[src/rtl/core_rx.sv]
// ---------------------------------------------------------------------------
// core_rx -- serial receiver for the hit-counter core TX line.
//
// Recovers framed 4-bit counts from the line and presents them in parallel
// with a one-cycle valid strobe. Frame: start(0), D0..D3 LSB first,
// [even parity], stop(1); every bit lasts OVS clocks.
//
// Optional feature macro: PARITY_EN
//   defined   -> parity bit after D3, even parity checked, par_err reported
//   undefined -> 6-bit frame, par_err tied 0
//
// Parameters
//   OVS        clocks per serial bit (even, >= 4)
// Ports
//   clk        in   system clock, rising edge
//   clr        in   synchronous active-high reset
//   rx         in   serial line, idles high, asynchronous to clk
//   nom        out  last correctly received count
//   nom_valid  out  one-cycle pulse, nom updated
//   bit_idx    out  data bit being received (0 outside DATA)
//   le         out  one-hot of bit_idx in DATA, 0 otherwise
//   busy       out  high in every state except IDLE
//   frame_err  out  one-cycle pulse, stop bit sampled low
//   par_err    out  one-cycle pulse, parity mismatch
//
// Handshake: nom_valid is a strobe with no ready; nom is stable from the
// cycle nom_valid is high until the next good frame.
// ---------------------------------------------------------------------------
module core_rx #(
    parameter int OVS = 16
) (
    input  logic       clk,
    input  logic       clr,
    input  logic       rx,
    output logic [3:0] nom,
    output logic       nom_valid,
    output logic [1:0] bit_idx,
    output logic [3:0] le,
    output logic       busy,
    output logic       frame_err,
    output logic       par_err
);

    localparam int CW = (OVS > 2) ? $clog2(OVS) : 1;
    localparam logic [CW-1:0] CNT_HALF = CW'(OVS / 2 - 1);
    localparam logic [CW-1:0] CNT_LAST = CW'(OVS - 1);

    typedef enum logic [2:0] {
        S_IDLE  = 3'd0,
        S_START = 3'd1,
        S_DATA  = 3'd2,
        S_PAR   = 3'd3,
        S_STOP  = 3'd4,
        S_BREAK = 3'd5
    } state_e;

    state_e          state_q, state_d;
    logic            rx_m_q, rx_m_d;
    logic            rx_s_q, rx_s_d;
    logic [CW-1:0]   cnt_q, cnt_d;
    logic [1:0]      nbit_q, nbit_d;
    logic [3:0]      shift_q, shift_d;
    logic [3:0]      nom_q, nom_d;
    logic            nom_valid_q, nom_valid_d;
    logic            frame_err_q, frame_err_d;
    logic            par_err_q, par_err_d;
    logic            par_ok;
`ifdef PARITY_EN
    logic            par_bit_q, par_bit_d;
`endif

`ifdef PARITY_EN
    assign par_ok = ~(^{shift_q, par_bit_q});
`else
    assign par_ok = 1'b1;
`endif

    always_comb begin
        state_d     = state_q;
        rx_m_d      = rx;
        rx_s_d      = rx_m_q;
        cnt_d       = cnt_q;
        nbit_d      = nbit_q;
        shift_d     = shift_q;
        nom_d       = nom_q;
        nom_valid_d = 1'b0;
        frame_err_d = 1'b0;
        par_err_d   = 1'b0;
`ifdef PARITY_EN
        par_bit_d   = par_bit_q;
`endif

        case (state_q)
            S_IDLE: begin
                cnt_d = '0;
                if (!rx_s_q) begin
                    state_d = S_START;
                end
            end
            S_START: begin
                // Re-check the line mid start bit; a high here was a glitch.
                if (cnt_q == CNT_HALF) begin
                    cnt_d  = '0;
                    nbit_d = 2'd0;
                    state_d = rx_s_q ? S_IDLE : S_DATA;
                end else begin
                    cnt_d = cnt_q + 1'b1;
                end
            end
            S_DATA: begin
                if (cnt_q == CNT_LAST) begin
                    // Line is LSB first, so shifting in at the MSB leaves D0 at bit 0.
                    shift_d = {rx_s_q, shift_q[3:1]};
                    cnt_d   = '0;
                    nbit_d  = nbit_q + 1'b1;
                    if (nbit_q == 2'd3) begin
`ifdef PARITY_EN
                        state_d = S_PAR;
`else
                        state_d = S_STOP;
`endif
                    end
                end else begin
                    cnt_d = cnt_q + 1'b1;
                end
            end
`ifdef PARITY_EN
            S_PAR: begin
                if (cnt_q == CNT_LAST) begin
                    par_bit_d = rx_s_q;
                    cnt_d     = '0;
                    state_d   = S_STOP;
                end else begin
                    cnt_d = cnt_q + 1'b1;
                end
            end
`endif
            S_STOP: begin
                if (cnt_q == CNT_LAST) begin
                    cnt_d     = '0;
                    par_err_d = ~par_ok;
                    if (rx_s_q) begin
                        state_d = S_IDLE;
                        if (par_ok) begin
                            nom_d       = shift_q;
                            nom_valid_d = 1'b1;
                        end
                    end else begin
                        frame_err_d = 1'b1;
                        state_d     = S_BREAK;
                    end
                end else begin
                    cnt_d = cnt_q + 1'b1;
                end
            end
            S_BREAK: begin
                // Held-low line: stay here so only one frame_err is reported.
                if (rx_s_q) begin
                    state_d = S_IDLE;
                end
            end
            default: begin
                state_d = S_IDLE;
            end
        endcase
    end

    always_ff @(posedge clk) begin
        if (clr) begin
            state_q     <= S_IDLE;
            rx_m_q      <= 1'b1;
            rx_s_q      <= 1'b1;
            cnt_q       <= '0;
            nbit_q      <= 2'd0;
            shift_q     <= 4'd0;
            nom_q       <= 4'd0;
            nom_valid_q <= 1'b0;
            frame_err_q <= 1'b0;
            par_err_q   <= 1'b0;
`ifdef PARITY_EN
            par_bit_q   <= 1'b0;
`endif
        end else begin
            state_q     <= state_d;
            rx_m_q      <= rx_m_d;
            rx_s_q      <= rx_s_d;
            cnt_q       <= cnt_d;
            nbit_q      <= nbit_d;
            shift_q     <= shift_d;
            nom_q       <= nom_d;
            nom_valid_q <= nom_valid_d;
            frame_err_q <= frame_err_d;
            par_err_q   <= par_err_d;
`ifdef PARITY_EN
            par_bit_q   <= par_bit_d;
`endif
        end
    end

    assign nom       = nom_q;
    assign nom_valid = nom_valid_q;
    assign frame_err = frame_err_q;
    assign par_err   = par_err_q;
    assign busy      = (state_q != S_IDLE);
    assign bit_idx   = (state_q == S_DATA) ? nbit_q : 2'd0;
    assign le        = (state_q == S_DATA) ? (4'b0001 << nbit_q) : 4'b0000;

endmodule

[config.mk]
export PLATFORM = sky130hd
export DESIGN_NAME = core_rx
export DESIGN_NICKNAME = d
export VERILOG_FILES = /design/src/rtl/core_rx.sv
export SDC_FILE = /design/constraint.sdc
export NUM_CORES = 1
export LEC_CHECK = 0
export CORE_UTILIZATION = 50
export DETAILED_ROUTE_END_ITERATION = 12
export PLACE_DENSITY = 0.77
export SKIP_CTS_REPAIR_TIMING = 1
export SYNTH_ARGS = -nofsm -noshare
export SYNTH_HDL_FRONTEND = slang
export SYNTH_SLANG_ARGS = --single-unit
export TNS_END_PERCENT = 10
[constraint.sdc]
create_clock -name clk -period 1.8 [get_ports clk]
set_input_delay 0.36 -clock clk [delete_from_list [all_inputs] [get_ports clk]]
set_output_delay 0.36 -clock clk [all_outputs]
set_load 0.01 [all_outputs]
**Word level (Yosys, flattened, before mapping)**

Index checks and enable logic that the tools add are counted.

- Output and inout bits: 14
- Word-level logic and storage cells: 56
- Bits in registers: 21
- Input bits: 3

- Bitwise logic cells: 2
- Shift-type cells: 1
- Add/sub/neg operators: 2
- Muxes and demuxes: 19
- Reduce and logical (&&, ||, !) cells: 10
- Equal/unequal tests: 13

Operator list:

| kind | count |
|---|---|
| $mux W3 | 7 |
| $pmux W3 S5 | 1 |
| $mux W4 | 3 |
| $ne A2 B2 Y1 const B | 6 |
| $pmux W4 S3 | 1 |
| $mux W2 | 4 |
| $eq A3 B3 Y1 const B | 2 |
| $reduce_and A3 Y1 | 2 |
| $reduce_and A6 Y1 | 1 |
| $reduce_bool A3 Y1 | 2 |
| $add A4 B1 Y4 const B | 1 |
| $eq A4 B3 Y1 const B | 1 |
| $eq A4 B4 Y1 const B | 1 |
| $pmux W2 S2 | 1 |
| $shl A1 B2 Y4 const A | 1 |
| $eq A3 B1 Y1 const B | 1 |
| $eq A3 B2 Y1 const B | 1 |
| $logic_not A3 Y1 | 1 |
| $reduce_or A3 Y1 | 1 |
| $add A2 B1 Y2 const B | 1 |
| $eq A2 B2 Y1 const B | 1 |
| $mux W1 | 2 |
| $not A1 Y1 | 2 |
| $reduce_and A2 Y1 | 1 |
| other kinds (2) | 2 |

**Logic depth before layout (Yosys ltp)**

- Depth after elaboration: 4
- Depth in mapped cells: 6
- Gate-level depth less buffers: 5

**Worst setup path before layout**

No wires, ideal clock.

- Kind: reg-to-reg
- Start point: register cnt_q[0]
- End point: register cnt_q[3]
- Setup time: 0.074 ns
- Slack: 0.176 ns
- Period minus slack after synthesis: 1.624 ns
- Path buffers: 1
- Required time: 1.726 ns
- Arrival time: 1.550 ns
- Cell stages (with the launch flop): 7
- Cell sequence: dfxtp_1 > ha_1 > and2_1 > clkbuf_1 > a211o_1 > or3_1 > a31oi_1

- Cells in the longest elaborated chain, start to end: 3
- Elaborated cells between the ends (all ways): 6
- Those cells by class: add/sub (1); eq/ne (2); mux (3)

RTL lines:

| element | line | source |
|---|---|---|
| start: declaration | 60 | `logic [CW-1:0] cnt_q, cnt_d;` |
| start signal: assignment | 187 | `cnt_q <= cnt_d;` |
| $add A4 B1 Y4, or another cell as far along | 107, 124, 153 |  |
| $mux W4 (on tied branches) | 111, 139, 102 |  |
| $pmux W4 S3 * | 93 | `case (state_q)` |

Every way passes the cells marked *; elsewhere a longest branch is shown, timed or not.
A chain may end at the register's enable or synchronous reset.

**Worst setup path after layout**

- Start point: register state_q[0]
- End point: output port bit_idx[0]

- Cells in the longest elaborated chain, start to end: 2

RTL lines:

| element | line | source |
|---|---|---|
| start: declaration | 57 | `state_e state_q, state_d;` |
| start signal: assignment | 184 | `state_q <= state_d;` |
| $eq A3 B2 Y1 | 205 | `assign bit_idx = (state_q == S_DATA) ? nbit_q : 2'd0;` |
| $mux W2 | 205 |  |
| end: declaration | 37 | `output logic [1:0] bit_idx,` |

Every way passes these cells.

==> results_dict.tcl <==
set metrics [dict create \
    ir_drop_v 0.000496 \
    synth_fp_nets 131 \
    hold_class "reg -> reg" \
    min_to "rx_s_q" \
    critPathBufInv 1 \
    fin_area_um2 1370 \
    path_delay_family "buffers and inverters" \
    cts_sinks 21 \
    crit_start "state_q[0]" \
    fmax_mhz 527 \
    tightest_slew_ns 0.543 \
    status "finished, violations left" \
    dpl-instance-area_um2 1300 \
    leakage_uw 0.000655 \
    setup-violations-final 2 \
    regToRegStartpoint "state_q[0]" \
    drv_cap 0 \
    numPortBuffers 15 \
    violations "setup timing" \
    cts_buffers 3 \
    crit_fanout 8 \
    crit_path_start_kind "register" \
    drt-initial-drc-count 13 \
    rows 16 \
    viasPerCell 5.40 \
    drv_slew 0 \
    setup_slack_ns -0.0970 \
    synth_cell_types 35 \
    ys_seq_area_frac 0.389 \
    synthTopCellsByArea "dfxtp_1, mux2i_1, ha_1" \
    fin_crit_sh 1.05 \
    instances_no_fill 171 \
    vias 924 \
    grt_pass1_vias 851 \
    totalPowerFinal_uw 1100 \
    clock_latency_ns 0.30 \
    hold-worst-slack_ns 0.426 \
    synth_top_area_share 0.389 \
    cts_tree "yes" \
    cp_cell_sequence "nor2_4, and3_1, clkdlybuf4s50_1" \
    grt_use_total 0.195 \
    power.density_nw_per_um2 803 \
    syn2layout_area_growth_pct 27.2 \
    crit_arrival_ns 1.54 \
    root_buffer "clkbuf_4" \
    ys_ff_latch 21 \
    die_area_um2 2350 \
    overflow 0 \
    grt_pass1_wl_um 3540 \
    netlist_instances 123 \
    die_h_um 48.5 \
    drive_gt1_frac 0.215 \
    ff2ff_setup_slack_ns 0.06 \
    ios 17 \
    required_ns 1.44 \
    slowest_stage "clkdlybuf4s50_1" \
    yosysWarnings 0 \
    skew_ns 0.00410 \
    num_antenna_cells 0 \
    slew-limit-headroom 0.633 \
    ant_nets 0 \
    hp-start "rx_m_q" \
    r2r-end "state_q[1]" \
    wl_per_cell_um 12.8 \
    worstHoldPathCells 1 \
    placed_cells 167 \
    core_um2 2000 \
    place_congestion 0.865 \
    nets 153 \
    slowest_delay_ns 0.52 \
    fin_setup_tns_ns -0.127 \
    grt_antenna_before_repair 0 \
    cp-end-kind "primary output" \
    route.detailed.drc 0 \
    synth_top_area_cell "dfxtp_1" \
    synth_area_um2 1080 \
    hpwl_um 1610 \
    routed_wl_um 2180 \
    initial_utilization 0.539 \
    cts_max_path_buffers 2 \
    grt_max_degree 14 \
    dr.pass1.iters 4 \
    path_clk_slew_ns 0.12 \
    fillers 172 \
    htreeDepth 1 \
    syn_area_per_cell_um2 8.78 \
    worstSetupPathType "reg -> out" \
    die_x_um 48.5 \
    layout_min_cycle_time_ns 1.90 \
    rsz0062_at_grt "yes" \
    hold_viol 0 \
    rr_worst_depth 6 \
]
-- where the power goes --
group | total [uW] | switching [uW] | internal (uW)
sequential | 524 | 34.5 | 489
combinational | 354 | 167 | 187
clock | 226 | 143 | 82.9
-- per-stage QoR --
stage,setup slack (ns),util
finish,-0.0970,0.686
global route,-0.172,0.686
CTS,-0.280,0.664
detailed placement,0.0623,0.651
global placement,0.106,0.651
floorplan,0.176,-
-- layout make-up --
cell class,count,area [um^2],area share
flip-flops and latches,21,434,0.316
multi-input cells,87,607,0.442
repair buffers,27,253,0.184
clock inverters,1,5.00,0.00364
clock buffers,3,22.5,0.0164
well taps,27,33.8,0.0246
inverters,5,18.8,0.0137
-- routing by layer --
metal,vias to the layer above,global-route usage,share of wire
met1,433,0.217,0.45
met5,-,0,0
met3,2,0.0377,0.027
met2,19,0.352,0.52
li1,470,-,-
met4,0,0.0980,0.0064
-- cell families (layout without fill, tap and decap cells) --
group	after synthesis	after routing	share of synthesized area
AOI/OAI and AO/OA	14	14	0.0869
xor gates and xnor gates	1	1	0.00811
adders and majority gates	6	6	0.0684
buffers and inverters	15	36	0.0649
DFF	21	21	0.389
muxes	12	12	0.112
other	1	1	0.00347
and+or+nand+nor	53	53	0.267
-- cell usage in the layout, fill, tap and decap left out, types with 2 or more instances in the layout --
cell / instances
clkdlybuf4s50_1: 10
inv_1: 4
a211o_1: 2
nand3_1: 4
nor2_1: 14
mux2i_1: 11
nor2b_1: 3
nand2_1: 6
and2_1: 2
dlymetal6s2s_1: 5
nor3_1: 2
or2_2: 3
nand4_1: 2
a21oi_1: 5
dfxtp_2: 2
buf_4: 12
nor4b_1: 2
nor3b_1: 3
dfxtp_1: 16
ha_1: 5
clkbuf_4: 3
and3_1: 6
dfxtp_4: 3
-- cell usage after synthesis --
cell	instances
or3_1	1
a21oi_1	5
mux2_2	1
maj3_2	1
nand4_1	2
nor3_1	3
and3b_1	1
inv_1	5
or2_2	3
o211ai_1	1
xor2_1	1
a2111oi_0	1
nor3b_1	3
and3_1	6
a31oi_1	1
nor4b_1	2
o21ai_0	1
nor4_1	1
buf_2	2
o41ai_1	1
nand2_1	6
conb_1	1
nor2b_1	3
buf_6	1
a211o_1	2
dfxtp_1	21
buf_4	1
ha_1	5
a211oi_1	2
and2_1	2
nand3_1	4
nor4_2	1
mux2i_1	11
nor2_1	15
clkbuf_1	6
-- sequential cells by signal (all words and copies together), names as in the netlist --
| name | count |
|---|---|
| nom | 4 |
| cnt_q | 4 |
| state_q | 3 |
| shift_q | 4 |
| frame_err | 1 |
| rx_s_q | 1 |
| rx_m_q | 1 |
| nom_valid | 1 |
| nbit_q | 2 |
-- worst max-delay path by stage --
stage	to	slack, ns	cells past startpoint
3_5_place_dp	state_q[2]	0.06	5
6_report	bit_idx[0]	-0.1	3
2_1_floorplan	cnt_q[3]	0.18	6
3_3_place_gp	le[0]	0.11	3
4_1_cts	le[3]	-0.28	3
5_1_grt	bit_idx[0]	-0.17	3
(Power assumes the default switching activity.)
